## config.mk

```make
export PLATFORM = sky130hd
export DESIGN_NAME = gate_bist_ctrl_flat
export DESIGN_NICKNAME = d
export VERILOG_FILES = /design/src/rtl/gate_bist_pkg.sv /design/src/rtl/gate_bist_if.sv /design/src/rtl/gate_bist_lfsr.sv /design/src/rtl/gate_bist_ctrl.sv /design/src/flat_wrapper.sv
export SDC_FILE = /design/constraint.sdc
export NUM_CORES = 1
export LEC_CHECK = 0
export ABC_AREA = 1
export BUFFER_PORTS_ARGS = -buffer_cell sky130_fd_sc_hd__clkbuf_2
export CORE_MARGIN = 5
export CORE_UTILIZATION = 51
export CTS_CLUSTER_DIAMETER = 120
export CTS_CLUSTER_SIZE = 28
export DETAILED_ROUTE_END_ITERATION = 7
export GPL_TIMING_DRIVEN = 0
export PLACE_DENSITY_LB_ADDON = 0.05
export REMOVE_ABC_BUFFERS = 1
export SYNTH_ARGS = -nofsm -noshare
export SYNTH_HDL_FRONTEND = slang
export SYNTH_HIERARCHICAL = 1
export SYNTH_SLANG_ARGS = --single-unit
export TNS_END_PERCENT = 50
```

## constraint.sdc

```tcl
create_clock -name clk -period 1.74 [get_ports clk]
set_clock_uncertainty 0.15 [all_clocks]
set_input_delay 0 -clock clk [delete_from_list [all_inputs] [get_ports clk]]
set_output_delay 0 -clock clk [all_outputs]
set_load 0.05 [all_outputs]
```

## src/rtl/gate_bist_pkg.sv

```systemverilog
// Shared types and constants for the gate BIST controller: FSM states, LFSR seed,
// feedback-polynomial lookup and the 16-bit vector index type.
package gate_bist_pkg;

  typedef enum logic [1:0] {
    IDLE  = 2'd0,
    APPLY = 2'd1,
    CHECK = 2'd2,
    DONE  = 2'd3
  } state_e;

  typedef logic [15:0] vec_idx_t;

  localparam logic [31:0] LFSR_SEED = 32'hFFFF_FFFF;

  // Galois feedback taps (x^w term dropped) for every width the LFSR or MISR can take.
  function automatic logic [31:0] taps_for_width(input int unsigned width);
    case (width)
      2:       return 32'h0000_0003;
      4:       return 32'h0000_0009;
      8:       return 32'h0000_001D;
      16:      return 32'h0000_6801;
      32:      return 32'h0040_0007;
      default: return 32'h0000_0000;
    endcase
  endfunction

endpackage

```

## src/rtl/gate_bist_if.sv

```systemverilog
// Stimulus/response and status bundle between the BIST controller (master) and
// the gate under test plus its supervisor (slave).
interface gate_bist_if #(
  parameter int unsigned N = 4
);
  import gate_bist_pkg::*;

  logic         start;
  logic [N-1:0] A;
  logic [N-1:0] B;
  logic [N-1:0] F;
  logic         busy;
  logic         done;
  logic         pass;
  vec_idx_t     fail_idx;
  logic [N-1:0] sig;

  modport master (
    input  start, F,
    output A, B, busy, done, pass, fail_idx, sig
  );

  modport slave (
    output start, F,
    input  A, B, busy, done, pass, fail_idx, sig
  );

endinterface

```

## src/rtl/gate_bist_lfsr.sv

```systemverilog
// Galois shift-left LFSR used as the stimulus source; resets to zero so the
// operands it feeds read 0 until a run loads the seed.
module gate_bist_lfsr
  import gate_bist_pkg::*;
#(
  parameter int unsigned W = 8
) (
  input  logic         clk,
  input  logic         rst_n,
  input  logic         load_i,
  input  logic         advance_i,
  output logic [W-1:0] q_o
);

  localparam logic [31:0] TAPS = taps_for_width(W);
  localparam logic [31:0] SEED = LFSR_SEED;

  logic [W-1:0] lfsr_q;
  logic [W-1:0] lfsr_d;

  always_comb begin
    lfsr_d = lfsr_q;
    if (load_i) begin
      lfsr_d = SEED[W-1:0];
    end else if (advance_i) begin
      lfsr_d = {lfsr_q[W-2:0], 1'b0} ^ (lfsr_q[W-1] ? TAPS[W-1:0] : '0);
    end
  end

  always_ff @(posedge clk or negedge rst_n) begin
    if (!rst_n) begin
      lfsr_q <= '0;
    end else begin
      lfsr_q <= lfsr_d;
    end
  end

  assign q_o = lfsr_q;

endmodule

```

## src/rtl/gate_bist_ctrl.sv

```systemverilog
// BIST controller: drives LFSR vectors into an n-bit AND gate, checks F == A&B,
// latches the first failing index. Define GATE_BIST_MISR_EN to compact F into sig.
module gate_bist_ctrl
  import gate_bist_pkg::*;
#(
  parameter int unsigned N       = 4,
  parameter int unsigned NUM_VEC = 16,
  parameter int unsigned SETTLE  = 1
) (
  input  logic        clk,
  input  logic        rst_n,
  gate_bist_if.master bus
);

  localparam int unsigned   W           = 2 * N;
  localparam int unsigned   SW          = (SETTLE > 1) ? $clog2(SETTLE) : 1;
  localparam logic [SW-1:0] SETTLE_LAST = SW'(SETTLE - 1);
  localparam vec_idx_t      VEC_LAST    = vec_idx_t'(NUM_VEC - 1);

  state_e        state_q, state_d;
  logic [SW-1:0] settle_cnt_q, settle_cnt_d;
  vec_idx_t      vec_cnt_q, vec_cnt_d;
  vec_idx_t      fail_idx_q, fail_idx_d;
  logic          pass_q, pass_d;
  logic          lfsr_load, lfsr_adv, mismatch;
  logic [W-1:0]  stim;

  gate_bist_lfsr #(
    .W (W)
  ) u_lfsr (
    .clk       (clk),
    .rst_n     (rst_n),
    .load_i    (lfsr_load),
    .advance_i (lfsr_adv),
    .q_o       (stim)
  );

  always_comb begin
    state_d      = state_q;
    settle_cnt_d = settle_cnt_q;
    vec_cnt_d    = vec_cnt_q;
    fail_idx_d   = fail_idx_q;
    pass_d       = pass_q;
    lfsr_load    = 1'b0;
    lfsr_adv     = 1'b0;
    // Case inequality so an X/Z response is treated as a failure.
    mismatch     = (bus.F !== (stim[W-1:N] & stim[N-1:0]));

    case (state_q)
      IDLE: begin
        if (bus.start) begin
          state_d      = APPLY;
          lfsr_load    = 1'b1;
          settle_cnt_d = '0;
          vec_cnt_d    = '0;
          fail_idx_d   = '0;
          pass_d       = 1'b1;
        end
      end
      APPLY: begin
        if (settle_cnt_q == SETTLE_LAST) begin
          state_d = CHECK;
        end else begin
          settle_cnt_d = settle_cnt_q + 1'b1;
        end
      end
      CHECK: begin
        if (mismatch && pass_q) begin
          pass_d     = 1'b0;
          fail_idx_d = vec_cnt_q;
        end
        if (vec_cnt_q == VEC_LAST) begin
          state_d = DONE;
        end else begin
          state_d      = APPLY;
          lfsr_adv     = 1'b1;
          vec_cnt_d    = vec_cnt_q + 1'b1;
          settle_cnt_d = '0;
        end
      end
      DONE:    state_d = IDLE;
      default: state_d = IDLE;
    endcase
  end

  always_ff @(posedge clk or negedge rst_n) begin
    if (!rst_n) begin
      state_q      <= IDLE;
      settle_cnt_q <= '0;
      vec_cnt_q    <= '0;
      fail_idx_q   <= '0;
      pass_q       <= 1'b0;
    end else begin
      state_q      <= state_d;
      settle_cnt_q <= settle_cnt_d;
      vec_cnt_q    <= vec_cnt_d;
      fail_idx_q   <= fail_idx_d;
      pass_q       <= pass_d;
    end
  end

`ifdef GATE_BIST_MISR_EN
  localparam logic [31:0] MISR_TAPS = taps_for_width(N);

  logic [N-1:0] sig_q, sig_d;

  always_comb begin
    sig_d = sig_q;
    if (state_q == IDLE && bus.start) begin
      sig_d = '0;
    end else if (state_q == CHECK) begin
      sig_d = ({sig_q[N-2:0], 1'b0} ^ (sig_q[N-1] ? MISR_TAPS[N-1:0] : '0)) ^ bus.F;
    end
  end

  always_ff @(posedge clk or negedge rst_n) begin
    if (!rst_n) begin
      sig_q <= '0;
    end else begin
      sig_q <= sig_d;
    end
  end

  assign bus.sig = sig_q;
`else
  assign bus.sig = '0;
`endif

  assign bus.A        = stim[W-1:N];
  assign bus.B        = stim[N-1:0];
  assign bus.busy     = (state_q == APPLY) || (state_q == CHECK);
  assign bus.done     = (state_q == DONE);
  assign bus.pass     = pass_q;
  assign bus.fail_idx = fail_idx_q;

endmodule

```

## src/flat_wrapper.sv

```systemverilog
// flat-port wrapper written by rule: the top's interface ports become plain ports
module gate_bist_ctrl_flat import gate_bist_pkg::*;
#(
  parameter int unsigned N       = 4,
  parameter int unsigned NUM_VEC = 16,
  parameter int unsigned SETTLE  = 1
)
  (clk, rst_n, bus_start, bus_F, bus_A, bus_B, bus_busy, bus_done, bus_pass, bus_fail_idx, bus_sig);
  gate_bist_if #(.N(N)) bus_i ();
  input  logic clk;
  input  logic rst_n;
  input wire logic [$bits(bus_i.start)-1:0] bus_start;
  input wire logic [$bits(bus_i.F)-1:0] bus_F;
  output wire logic [$bits(bus_i.A)-1:0] bus_A;
  output wire logic [$bits(bus_i.B)-1:0] bus_B;
  output wire logic [$bits(bus_i.busy)-1:0] bus_busy;
  output wire logic [$bits(bus_i.done)-1:0] bus_done;
  output wire logic [$bits(bus_i.pass)-1:0] bus_pass;
  output wire logic [$bits(bus_i.fail_idx)-1:0] bus_fail_idx;
  output wire logic [$bits(bus_i.sig)-1:0] bus_sig;
  assign bus_i.start = bus_start;
  assign bus_i.F = bus_F;
  assign bus_A = bus_i.A;
  assign bus_B = bus_i.B;
  assign bus_busy = bus_i.busy;
  assign bus_done = bus_i.done;
  assign bus_pass = bus_i.pass;
  assign bus_fail_idx = bus_i.fail_idx;
  assign bus_sig = bus_i.sig;
  gate_bist_ctrl #(.N(N), .NUM_VEC(NUM_VEC), .SETTLE(SETTLE)) u_core (.clk(clk), .rst_n(rst_n), .bus(bus_i));
endmodule
```

==> impl_metrics.ini <==
[timing]
drv_slew = 0
setup_slack_ns = -0.02312
tightestPinTransition_ns = 1.052
fmax_mhz = 567.2
hold_viol = 0
setup_viol = 2
fin_crit_ns = 1.763
rsz0062_at_grt = yes
period_share_pct = 101.3
relSlewSlack_pct = 29.86

[worst_setup_path]
crit_chain = inv_2 -> ha_4 -> clkinvlp_4 -> buf_12 -> a21oi_4 -> buf_6 -> nand3b_1 -> nand2_1
cp_slowest_cell = dfrtp_1
max_stage_delay_ns = 0.41
worstPathMaxFanout = 12
crit_type = flip-flop to flip-flop
crit_path_end_kind = flip-flop
crit_buf_inv = 4
start_kind = flip-flop
worstSetupStartpoint = u_core/state_q[0]
critical_path_required_ns = 1.82
arrival_ns = 1.85
r2r-start = u_core/state_q[0]
critPathTopFamily = buffers and inverters

[clock_tree]
path_clk_slew_ns = 0.08
cts_root_buffer = clkbuf_8
cts_buffer_depth = 2
htree_levels = 2
clkLatencyLatePin_ns = 0.29
numCtsBuffers = 5
cts_tree = yes
cts_num_sinks = 43

[drt]
wl_per_cell_microns = 14.17
viasPerCell = 5.161
vias = 2467
postRouteAntennaNets = 0
wl_microns = 6772
drtPass1Iterations = 5
drcViolationCount = 0
drtIter0Drc = 266

[grt]
grt_max_degree = 44
gr-total-overflow = 0
antenna_found_initial = 0
grt_pass1_wl_microns = 9873
grt_pass1_vias = 2040
grt_use_total_pct = 19.66

[hold_path]
min_path_type = input pin to asynchronous set/reset pin

[floorplan]
ios = 38
start_util_pct = 52.89
fp-row-count = 25
coreArea_sq_um = 4755
die_w_microns = 80.22
die_area_sq_um = 6435
die_height_microns = 80.22

[synth]
ys.warnings.count = 6
syn_inst = 359
synth_seq_cells = 43
syn_area_sq_um = 2515
synth_area_per_cell_sq_um = 7.005
seq_area_frac_synth_pct = 42.79
ys_types = 25

[layout]
final_nets = 423
final_core_util_pct = 67.45
design_area_sq_um = 3207
diodes = 0
mostFrequentLayoutCells = nand2_1 (129), nand3_1 (44), inv_1 (39)
drive_above_1_share_pct = 25.30
multi_input_area_sq_um = 1419
syn_to_final_growth_pct = 27.51
final-seq-area_sq_um = 1084
final_common_cell = nand2_1
fillerInstances = 435

[placed_design]
dp_hpwl_microns = 3669
port_buffers = 33
place_area_sq_um = 2666
place.gp.congestion = 0.8623

[pwr]
p_leak_nw = 1.728
powerDensity_nw_per_um2 = 1518
total_power_mw = 4.870
ir_worst_vdd_v = 0.001524

[run_status]
violations = negative setup slack
outcome = finished, violations left

[run]
cap_violations = 0
cell families after synthesis:
| logic type | synth area share [%] |
|---|---|
| simple gates | 36.87 |
| buf+inv | 11.04 |
| flops | 42.79 |
| compound gates | 6.319 |
| fa+ha+maj | 2.488 |
| xor+xnor | 0.3483 |
| other cells | 0.1491 |
through the flow:
stage / setup slack, ns / hold slack [ns] / setup TNS, ns / instances
finish: -0.02312 / 0.2766 / -0.03743 / 478
global route: -0.09792 / 0.3562 / -2.205 / 478
CTS: 0.001439 / 0.3155 / 0 / 466
detailed placement: -2.235 / 0.09550 / -80.88 / 445
global placement: -2.208 / 0.08697 / -80.38 / 445
floorplan: -1.285 / -0.4456 / -45.87 / 345
layer usage:
| layer | vias up | share of wire [%] | global-route usage, % |
|---|---|---|---|
| li1 | 1231 | - | - |
| met1 | 1102 | 44 | 28.46 |
| met2 | 124 | 45 | 30.13 |
| met3 | 10 | 9.3 | 3.700 |
| met4 | 0 | 1.4 | 5.068 |
| met5 | - | 0 | 0 |
worst paths after layout:
| check | slack [ns] | to | cells after the start |
|---|---|---|---|
| max | -0.02 | u_core/vec_cnt_q[0] | 8 |
| max reg2reg | -0.02 | u_core/vec_cnt_q[0] | 8 |
| min in group clk | 0.32 | u_core/bus.fail_idx[3] | 9 |
| max in group asynchronous | 0.45 | u_core/vec_cnt_q[3] | 2 |
| min | 0.28 | u_core/u_lfsr/q_o[5] | 2 |
| min reg2reg | 0.32 | u_core/bus.fail_idx[13] | 2 |
state kept, by name, indices dropped and copies added (netlist names):
register,count
u_core/u_lfsr/q_o,8
u_core/vec_cnt_q,16
u_core/state_q,2
u_core/bus.fail_idx,16
u_core/bus.pass,1
area by class of cell:
cell class,count,share of cell area (%)
timing repair buffer,53,11.24
tap,67,2.614
clock inverter,1,0.1561
inverter,45,5.384
clock buffer,6,2.575
multi-input combinational,263,44.24
sequential,43,33.79
where the power goes:
group / switching (mW) / internal [mW]
clock network: 0.321 / 0.311
registers: 0.214 / 1.17
logic: 1.95 / 0.909
cells in the mapped netlist, drive strengths merged:
library cell | number | area, sq um
o21ai | 19 | 95.09
dfrtp | 43 | 1076
nand4 | 9 | 56.30
nor2 | 19 | 86.33
nand3 | 45 | 230.2
inv | 45 | 168.9
a21oi | 10 | 50.05
clkbuf | 3 | 11.26
nand2 | 139 | 529.3
xor2 | 1 | 8.760
ha | 5 | 62.56
nand3b | 1 | 7.510
or2 | 2 | 12.51
buf | 14 | 97.59
nor3 | 1 | 5.000
a31oi | 1 | 6.260
o21bai | 1 | 7.510
conb | 1 | 3.750
what timing repair did:
action / 4_1_cts / 5_1_grt
pin swaps: 3 / 14
resized for setup: 20 / 36
hold buffers: 2 / 0
endpoints found under the hold margin: 45 / 0
buffers inserted: 11 / 7
endpoints found under the setup margin: 43 / 41
cloned: 1 / 5
(Power assumes the default switching activity.)
